[config.mk]
export PLATFORM = sky130hd
export DESIGN_NAME = simon_input_arbiter
export DESIGN_NICKNAME = d
export VERILOG_FILES = /design/src/rtl/simon_pkg.sv /design/src/rtl/simon_inactivity_timer.sv /design/src/rtl/simon_input_arbiter.sv
export SDC_FILE = /design/constraint.sdc
export NUM_CORES = 1
export LEC_CHECK = 0
export BUFFER_PORTS_ARGS = -buffer_cell sky130_fd_sc_hd__buf_2
export CAP_MARGIN = 0
export CORE_ASPECT_RATIO = 1.5
export CORE_MARGIN = 1.5
export CORE_UTILIZATION = 50
export DETAILED_ROUTE_END_ITERATION = 10
export GPL_TIMING_DRIVEN = 0
export HOLD_SLACK_MARGIN = 0.03
export PLACE_DENSITY = 0.72
export SLEW_MARGIN = 20
export SYNTH_ARGS = -nofsm -noshare
export SYNTH_HDL_FRONTEND = slang
export SYNTH_SLANG_ARGS = --single-unit
[constraint.sdc]
create_clock -name clk -period 1.7 [get_ports clk]
set_input_delay 0.255 -clock clk [delete_from_list [all_inputs] [get_ports clk]]
set_output_delay 0.255 -clock clk [all_outputs]
set_load 0.1 [all_outputs]
[src/rtl/simon_pkg.sv]
// rtl/simon_pkg.sv - shared types and helpers for the Simon input path
package simon_pkg;
  localparam int NUM_BUTTONS = 4;
  localparam int BTN_IDX_W = $clog2(NUM_BUTTONS);
  localparam int DEFAULT_TIMEOUT_CYCLES = 250_000_000;

  typedef logic [BTN_IDX_W-1:0] btn_idx_t;

  typedef enum logic [2:0] {
    IDLE,
    ARMED,
    HELD,
    REPORT,
    TIMED_OUT
  } arb_state_t;

  // Fixed priority: scanning downward lets the lowest set bit win.
  function automatic btn_idx_t lowest_index(input logic [NUM_BUTTONS-1:0] vec);
    btn_idx_t idx;
    idx = '0;
    for (int i = NUM_BUTTONS - 1; i >= 0; i--) begin
      if (vec[i]) idx = btn_idx_t'(i);
    end
    return idx;
  endfunction
endpackage

[src/rtl/simon_inactivity_timer.sv]
// rtl/simon_inactivity_timer.sv - saturating inactivity counter
// with a registered one-cycle expiry pulse.
module simon_inactivity_timer
  import simon_pkg::*;
#(
  parameter int TIMEOUT_CYCLES = DEFAULT_TIMEOUT_CYCLES
) (
  input  logic clk,
  input  logic reset,
  input  logic clear,
  input  logic count_en,
  output logic limit,
  output logic expired
);
  localparam int CNT_W = $clog2(TIMEOUT_CYCLES);
  localparam logic [CNT_W-1:0] LAST = CNT_W'(TIMEOUT_CYCLES - 1);

  logic [CNT_W-1:0] count;

  assign limit = (count == LAST);

  always_ff @(posedge clk) begin
    if (reset) begin
      count   <= '0;
      expired <= 1'b0;
    end else begin
      expired <= !clear && count_en && limit;
      if (clear) begin
        count <= '0;
      end else if (count_en && !limit) begin
        count <= count + 1'b1;
      end
    end
  end
endmodule

[src/rtl/simon_input_arbiter.sv]
// rtl/simon_input_arbiter.sv - grants one Simon button at a time and
// reports each move on release through a valid/ready handshake.
module simon_input_arbiter #(
  parameter int NUM_BUTTONS    = simon_pkg::NUM_BUTTONS,
  parameter int TIMEOUT_CYCLES = simon_pkg::DEFAULT_TIMEOUT_CYCLES
) (
  input  logic                           clk,
  input  logic                           reset,
  input  logic                           enable,
  input  logic [NUM_BUTTONS-1:0]         held,
  input  logic [NUM_BUTTONS-1:0]         pressed,
  output logic                           evt_valid,
  input  logic                           evt_ready,
  output logic [$clog2(NUM_BUTTONS)-1:0] evt_button,
  output logic [NUM_BUTTONS-1:0]         lamp,
  output logic                           timeout,
  output logic                           busy
);
  import simon_pkg::*;

  arb_state_t state, next_state;
  btn_idx_t   idx, next_idx;
  logic       count_en, clear, limit;

  simon_inactivity_timer #(
    .TIMEOUT_CYCLES(TIMEOUT_CYCLES)
  ) u_timer (
    .clk     (clk),
    .reset   (reset),
    .clear   (clear),
    .count_en(count_en),
    .limit   (limit),
    .expired (timeout)
  );

  assign clear      = (state != ARMED);
  assign evt_button = idx;

  always_comb begin
    next_state = state;
    next_idx   = idx;
    count_en   = 1'b0;
    case (state)
      IDLE: begin
        if (enable && held == '0) next_state = ARMED;
      end
      ARMED: begin
        if (!enable) begin
          next_state = IDLE;
        end else if (|pressed) begin
          // A press beats a timeout landing in the same cycle.
          next_state = HELD;
          next_idx   = lowest_index(pressed);
        end else begin
          count_en = 1'b1;
          if (limit) next_state = TIMED_OUT;
        end
      end
      HELD: begin
        if (!enable) next_state = IDLE;
        else if (held == '0) next_state = REPORT;
      end
      REPORT: begin
        if (evt_valid && evt_ready) next_state = ARMED;
      end
      TIMED_OUT: begin
        if (!enable) next_state = IDLE;
      end
      default: next_state = IDLE;
    endcase
  end

  always_ff @(posedge clk) begin
    if (reset) begin
      state     <= IDLE;
      idx       <= '0;
      lamp      <= '0;
      evt_valid <= 1'b0;
      busy      <= 1'b0;
    end else begin
      state     <= next_state;
      idx       <= next_idx;
      lamp      <= (next_state == HELD) ? (NUM_BUTTONS'(1) << next_idx) : '0;
      evt_valid <= (next_state == REPORT);
      busy      <= (next_state == HELD) || (next_state == REPORT);
    end
  end
endmodule

### Yosys cells after proc, flatten, opt, wreduce, memory -nomap -nowiden

Index checks and enable logic that the tools add are counted.

* register bits after elaboration: 40
* input port bits: 12

* equality and inequality tests: 8
* shifts and indexed selects: 1
* mux-type cells: 19
* add/subtract/negate cells: 1
* bitwise gates (word level): 1
* reduce and logical (&&, ||, !) cells: 13

Operators by type and width (count)
* $add A28 B1 Y28 const B: 1
* $eq A28 B28 Y1 const B: 1
* $mux W3: 8
* $pmux W3 S5: 1
* $mux W2: 7
* $eq A3 B2 Y1 const B: 4
* $logic_and A1 B1 Y1: 5
* $logic_not A4 Y1: 1
* $reduce_or A2 Y1: 2
* $reduce_or A4 Y1: 1
* $shl A1 B2 Y4 const A: 1
* $eq A3 B1 Y1 const B: 1
* $eq A3 B3 Y1 const B: 1
* $logic_not A3 Y1: 1
* $mux W1: 3
* $ne A3 B1 Y1 const B: 1
* $logic_not A1 Y1: 2
* $logic_or A1 B1 Y1: 1
* $not A1 Y1: 1

### Logic depth before layout (Yosys ltp)

Gate-level depths: netlist of run 1.

* depth after elaboration: 8
* gate-level depth with buffers: 9
* gate-level depth less buffers: 6

### Hierarchy

A second synthesis of run 1 with hierarchy kept.

* cell total of the unflattened synthesis: 215
* area total of the unflattened synthesis: 1930.6 um2

Modules (own cells, without submodules)
* simon_inactivity_timer: times used 1, area each 1391.3 um2, sequential area each 580.6 um2, cells each 164
* simon_input_arbiter: times used 1, area each 539.3 um2, sequential area each 220.2 um2, cells each 51

### Least setup slack after synthesis of run 1

Ideal clock, no wire load.

* kind: reg2reg
* start point: reg u_timer.count[0]
* end point: reg u_timer.count[0]
* cell stages (with the launch flop): 9
* arrival: 1.753 ns
* setup slack: -0.181 ns
* library setup time: 0.128 ns
* required time: 1.572 ns
* clock period less this slack: 1.881 ns
* cell sequence: dfxtp_1 > ha_1 > nand2_1 > or4_4 > o31ai_4 > buf_6 > buf_6 > xor2_1 > nor2_1

* word-level cells in the longest chain between the ends: 3
* elaborated cells between the ends (all ways): 4
* classes of those cells: add/sub (1); eq/ne (1); reduce/logical (2)

Ends and longest elaborated chain
* from (decl): RTL line simon_inactivity_timer.sv:18 `logic [CNT_W-1:0] count;`
* from (signal assigned): RTL line simon_inactivity_timer.sv:31 `count <= count + 1'b1;`
* branches (longest 3 deep; another with $add A28 B1 Y28)

Parallel ways; which one is timed is not known.
A chain may end at the register's enable or synchronous reset.

### Worst setup path after layout of run 1

* start point: reg state[2]
* end point: reg u_timer.count[2]

* word-level cells in the longest chain between the ends: 3
* elaborated cells between the ends (all ways): 5
* classes of those cells: eq/ne (2); mux (1); reduce/logical (2)

Ends and longest elaborated chain
* from (decl): RTL line simon_input_arbiter.sv:21 `arb_state_t state, next_state;`
* from (signal assigned): RTL line simon_input_arbiter.sv:81 `state <= next_state;`
* $eq A3 B1 Y1: RTL line simon_input_arbiter.sv:43 `case (state)`
* $mux W1: RTL line simon_input_arbiter.sv:43
* $logic_and A1 B1 Y1: RTL line simon_inactivity_timer.sv:30 `end else if (count_en && !limit) begin`

Parallel ways exist; a longest one is shown, timed or not.

==> out/metrics.yaml, run 1 <==
port_buffers: 19
root_buffer: "clkbuf_8"
postPlaceCellArea_um2: 2210
hp-class: "in -> reg"
worstMarginPinSlew_ns: 0.592
place_ws_ns: -0.333
cp.arrival_ns: 2.27
grt_pass1_vias: 1707
post-route-util: 0.748
routed_wl_um: 5100
critical_path.top_delay_family: "simple AND/OR/NAND/NOR gates"
synth_area_um2: 1970
fin_crit_sh: 1.19
crit_type: "reg -> reg"
ys.flop_type: "dfxtp_1"
clock_latency_ns: 0.30
coreArea_um2: 3720
syn_to_final_growth_pct: 41.3
crit_top_cell: "buf_4"
drt_iter0_drc: 31
track_usage: 0.240
violations: "setup timing"
finalSetupViolations: 34
max_stage_delay_ns: 0.51
antenna_left: 0
final.setup_skew_ns: 0.00635
crit_path_cell_trace: "nor4bb_1, buf_4, nor2b_4, o31ai_4, buf_4, buf_6, or4_4, nand2_2"
vias_per_cell: 5.97
cts_tree: "yes"
ys_top_cells_by_count: "dfxtp_1, nand2_1, nor2_1, xnor2_1"
slowest_stage: "or4_4"
syn_avg_cell_area_um2: 8.75
power_density_nw_per_um2: 586
async_flop_share: 0
yosysSeqAreaShare: 0.407
nets: 284
grt_max_degree: 13
dieArea_um2: 4330
cts_buffers: 5
cts_buffer_depth: 2
clk_pin_slew_ns: 0.08
worst-path-buf-inv: 3
fill_cells: 276
whs_ns: 0.260
yosysTopAreaCell: "dfxtp_1"
initial_core_util: 0.530
slew-limit-headroom: 0.601
crit_fanout: 5
hold_buffers: 0
max_clock_freq_mhz: 493
synthTopCellsByArea: "dfxtp_1, xnor2_1, nand2_1, nor2_1, nor4_1"
synth_edf_count: 0
run_status: "finished, violations left"
finalSetupTns_ns: -5.01
via_count: 1881
vdd_ir_drop_max_v: 0.000564
fp-row-count: 27
finalInstanceArea_um2: 2780
htreeDepth: 2
first_pass_iters: 4
clkSinkCount: 40
fin_crit_ns: 2.03
worst_ep_required_time_ns: 1.94
drive_gt1_frac: 0.401
rsz0062_at_grt: "true"
total_power_mw: 1.63
antennaDiodeCount: 0
ys_ff_latch: 40
cp-end-kind: "register"
dpl.cell_count: 287
yosys_warnings: 0
startpoint_type: "register"
synth_top_area_share: 0.407
yosysMostFrequentCell: "dfxtp_1"
dp_hpwl_um: 2960
die_w_um: 54.2
drc: 0
antenna_found_initial: 0
syn-num-nets: 238
maxCapViolCount: 0
place_congestion: 0.817
stdcell_count: 315
timing.final.ws_setup_ns: -0.330
dieHeight_um: 79.8
grt_overflow_total: 0
p_leak_nw: 1.16
ios: 21
grt_pass1_wl_um: 7740
wl_per_cell_um: 16.2
ys_types: 45
final-max-slew-violation-count: 0
final-hold-violation-count: 0
synthCells: 225
metal layers:
| layer | GRT usage | up-vias | routed length, um |
|---|---|---|---|
| met5 | 0 | - | 0 |
| met4 | 0.105 | 0 | 91 |
| met3 | 0.0468 | 9 | 190 |
| met2 | 0.404 | 45 | 2850 |
| met1 | 0.284 | 920 | 1970 |
| li1 | - | 907 | - |
flip-flops by register name (all words and copies together) (netlist names):
register / flops
u_timer.count: 28
busy: 1
evt_button: 2
state: 3
lamp: 4
u_timer.expired: 1
evt_valid: 1
final timing paths:
check,to,slack [ns],start,depth (start not counted)
worst max-delay path,u_timer.count[2],-0.33,state[2],8
worst min-delay path,state[2],0.26,enable,3
worst max register to register,u_timer.count[2],-0.33,state[2],8
worst min register to register,u_timer.count[5],0.49,u_timer.count[5],2
cells by family (layout without fill, tap and decap cells):
kind of cell	count (synthesis)	in the layout	share of synthesized area
AOI/OAI and AO/OA	28	28	0.0966
adders and majority gates	1	1	0.00636
DFF	40	40	0.407
xor gates and xnor gates	16	16	0.0712
buffers and inverters	17	64	0.0432
and+or+nand+nor	122	122	0.371
muxes	1	1	0.00509
repair_timing:
action,4_1_cts,5_1_grt
gates resized for setup,35,32
pin swaps,12,33
setup buffers,13,6
cloned,3,1
endpoints found under the setup margin,36,37
area by class of cell:
cell class                      instances  area, um^2  area share
Clock buffer                            6        82.6      0.0297
Multi-Input combinational cell        168        1380       0.496
Clock inverter                          2        10.0     0.00360
Sequential cell                        40         825       0.296
Tap cell                               43        53.8      0.0193
Buffer                                 11        93.8      0.0337
Timing Repair Buffer                   42         327       0.117
Inverter                                3        11.3     0.00405
tightest hold or removal path: stages:
cell	delay, ns
buf_2	0.13
nand2_1	0.08
a211oi_2	0.06
report_power, final:
group          total, mW  switching (mW)  internal (mW)  leakage, nW
Combinational     0.0398          0.0234         0.0165        0.778
Sequential         0.931        0.000495          0.930        0.329
Clock              0.660           0.336          0.324       0.0510
Total               1.63           0.360           1.27         1.16
placed cells by master, fill, tap and decap left out, drive strengths merged, types with 3 or more instances in the layout:
cell | netlist | final
nor4 | 13 | 13
a21oi | 6 | 6
inv | 3 | 3
xnor2 | 15 | 15
and4 | 4 | 4
o21ai | 9 | 9
or3 | 5 | 5
dfxtp | 40 | 40
nor3 | 8 | 8
clkbuf | 6 | 11
buf | 8 | 48
and2 | 4 | 4
nand4 | 6 | 6
nand3 | 11 | 11
nor2 | 23 | 23
nand2 | 25 | 25
o211ai | 4 | 4
or4 | 7 | 7
(Power assumes the default switching activity.)
==> inputs of run 2 (changes only) <==
ABC_AREA = 1   (was default)
PLACE_DENSITY = 0.71   (was 0.72)
==> run 2 against run 1 <==
The run now ends clean. Final cell count rose by 66%. Worst setup slack improved by 0.40 ns. Clock power rose by 33%. Highest routed layer unchanged. Critical path type unchanged. Wire length grew 43%. Die area is 34% higher. Critical endpoint is now u_timer.count[8]. First-iteration DRC count grew to 3.7 times the previous value.
==> out/metrics.yaml, run 2 <==
critical_path.top_delay_family: "simple AND/OR/NAND/NOR gates"
synth_top_area_share: 0.299  # -0.108
final-hold-violation-count: 0  # unchanged
syn_avg_cell_area_um2: 6.34  # -28%
place_ws_ns: -0.247  # +0.0855 ns
max_stage_delay_ns: 0.39  # -0.12 ns
fin_crit_sh: 0.956  # -0.238
post-route-util: 0.599  # -0.150
max_clock_freq_mhz: 615  # +25%
fin_crit_ns: 1.63  # -0.404 ns
htreeDepth: 2  # unchanged
largestRegisters: "u_timer.count: 28 flops, lamp: 4 flops, state: 3 flops"
grt_overflow_total: 0  # unchanged
antennaDiodeCount: 0  # unchanged
initial_core_util: 0.519  # -0.0107
nets: 468  # +65%
final_cell_mix: "nand2_1, nor2_1, inv_1"
worst-path-buf-inv: 2  # -1
ys_top_cells_by_count: "nand2_1, nor2_1, dfxtp_1, inv_1, nand3_1"
wl_per_cell_um: 13.9  # -14%
yosysSeqAreaShare: 0.299  # -0.108
cts_buffers: 5  # unchanged
maxCapViolCount: 0  # unchanged
coreArea_um2: 5160  # +39%
grt_max_degree: 13  # unchanged
drive_gt1_frac: 0.241  # -0.160
ys_ff_latch: 40  # unchanged
synthTopCellsByArea: "dfxtp_1, nand2_1, nor2_1, a21oi_2, nand3_1"
finalSetupViolations: 0  # -100%
async_flop_share: 0  # unchanged
total_power_mw: 1.85  # +14%
cts_tree: "yes"
crit_fanout: 10  # +5
yosysTopAreaCell: "dfxtp_1"
hp-class: "in -> reg"
clock_latency_ns: 0.30  # about the same
vdd_ir_drop_max_v: 0.000339  # -40%
ys.flop_type: "dfxtp_1"
cp.arrival_ns: 1.86  # -0.41 ns
root_buffer: "clkbuf_8"
timing.final.ws_setup_ns: 0.0741  # +0.404 ns
p_sw_frac: 0.207  # -0.0137
drc: 0  # unchanged
switching_power_mw: 0.384  # +6.5%
vias_per_cell: 5.14  # -14%
port_buffers: 20  # +1
final_common_cell: "nand2_1"
final-max-slew-violation-count: 0  # unchanged
die_w_um: 62.8  # +16%
largest_reg_flops: 28  # unchanged
worstHoldStart: "reset"
startpoint_type: "register"
ys_types: 32  # -29%
yosysMostFrequentCell: "nand2_1"
first_pass_iters: 4  # unchanged
p_leak_nw: 1.02  # -12%
dieHeight_um: 92.7  # +16%
slew-limit-headroom: 0.673  # +0.0722
hold_buffers: 0  # unchanged
yosys_warnings: 0  # unchanged
crit_path_cell_trace: "ha_4, nand3_4, clkinv_4, nand3_2, nor2_4, nand2_4, nand2_8, buf_12, nand2_2, a21oi_2"
ios: 21  # unchanged
syn_to_final_growth_pct: 15.4
run_status: "finished clean"
slowest_stage: "dfxtp_4"
grt_pass1_vias: 2579  # +51%
seq_power_share: 0.505  # -0.066
clock_power_share: 0.474  # +0.069
via_count: 2693  # +43%
largest-register: "u_timer.count"
fp-row-count: 32  # +19%
place_congestion: 0.951  # +16%
grt_pass1_wl_um: 11800  # +53%
synth_edf_count: 0  # unchanged
dp_hpwl_um: 5620  # +90%
crit_type: "reg -> reg"
cts_buffer_depth: 2  # unchanged
pwr-share-comb: 0.021  # -0.003
drt_iter0_drc: 115  # +270%
syn-num-nets: 436  # +83%
startpoint: "u_timer.count[0]"
power_density_nw_per_um2: 599  # +2.1%
final.setup_skew_ns: 0.00470  # -0.00165 ns
dieArea_um2: 5820  # +34%
routed_wl_um: 7300  # +43%
synthCells: 423  # +88%
worst_ep_required_time_ns: 1.93  # about the same
clk_pin_slew_ns: 0.08  # about the same
track_usage: 0.264  # +0.0234
antenna_left: 0  # unchanged
antenna_found_initial: 0  # unchanged
reg2reg_from: "u_timer.count[0]"
intPower_mw: 1.47  # +16%
synth_area_um2: 2680  # +36%
clkSinkCount: 40  # unchanged
worstMarginPinSlew_ns: 0.494  # -0.0986 ns
cp-end-kind: "register"
[run 2: layer usage]
| layer | wire length (um) | global-route usage | up-vias | share of wire |
|---|---|---|---|---|
| li1 | - | - | 1395 | - |
| met1 | 2910 | 0.275 | 1198 | 0.40 |
| met2 | 3760 | 0.490 | 72 | 0.52 |
| met3 | 243 | 0.0377 | 28 | 0.033 |
| met4 | 381 | 0.163 | 0 | 0.052 |
| met5 | 0 | 0 | - | 0 |
[run 2: worst paths after layout]
| kind | end | slack, ns | depth (start not counted) |
|---|---|---|---|
| setup / recovery | u_timer.count[8] | 0.07 | 10 |
| hold / removal | state[1] | 0.23 | 2 |
| setup reg to reg | u_timer.count[8] | 0.07 | 10 |
| hold reg to reg | u_timer.count[9] | 0.50 | 2 |
[run 2: layout make-up]
| class | count | area, um^2 |
|---|---|---|
| Fill cell | 508 | 2070 |
| Multi-Input combinational cell | 340 | 1710 |
| Sequential cell | 40 | 815 |
| Inverter | 36 | 141 |
| Timing Repair Buffer | 25 | 138 |
| Clock buffer | 7 | 96.3 |
| Tap cell | 68 | 85.1 |
| Buffer | 7 | 73.8 |
| Clock inverter | 1 | 30.0 |
[run 2: per-stage QoR]
stage / hold WS [ns] / instance area (um^2) / instances / TNS (ns)
floorplan: 0.324 / 2680 / 423 / 0
global placement: 0.496 / 2870 / 511 / -5.54
detailed placement: 0.496 / 2870 / 511 / -6.43
CTS: 0.210 / 3030 / 521 / 0
global route: 0.230 / 3090 / 524 / -0.00443
finish: 0.233 / 3090 / 524 / 0
[run 2: what timing repair did]
| action | 4_1_cts | 5_1_grt |
|---|---|---|
| setup buffers | 2 | 3 |
| endpoints found under the setup margin | 34 | 31 |
| resized for setup | 8 | 18 |
| pin swaps | 2 | 1 |
[run 2: kinds of logic (layout without fill, tap and decap cells)]
family | count (synthesis) | after routing | share of synthesized area
buffers and inverters | 43 | 76 | 0.0789
flip-flops | 40 | 40 | 0.299
adder cells (fa/ha/maj) | 1 | 1 | 0.00467
AO/OA/AOI/OAI | 43 | 43 | 0.111
XOR/XNOR | 11 | 11 | 0.0359
AND/OR/NAND/NOR | 285 | 285 | 0.471
[run 2: power groups by stage]
| stage | sequential, mW | combinational [mW] | clock [mW] |
|---|---|---|---|
| floorplan | 0.963 | 0.0142 | 0 |
| global placement | 0.960 | 0.0372 | 0 |
| detailed placement | 0.960 | 0.0378 | 0 |
| CTS | 0.936 | 0.0381 | 0.891 |
| global route | 0.936 | 0.0422 | 0.930 |
| finish | 0.936 | 0.0384 | 0.878 |
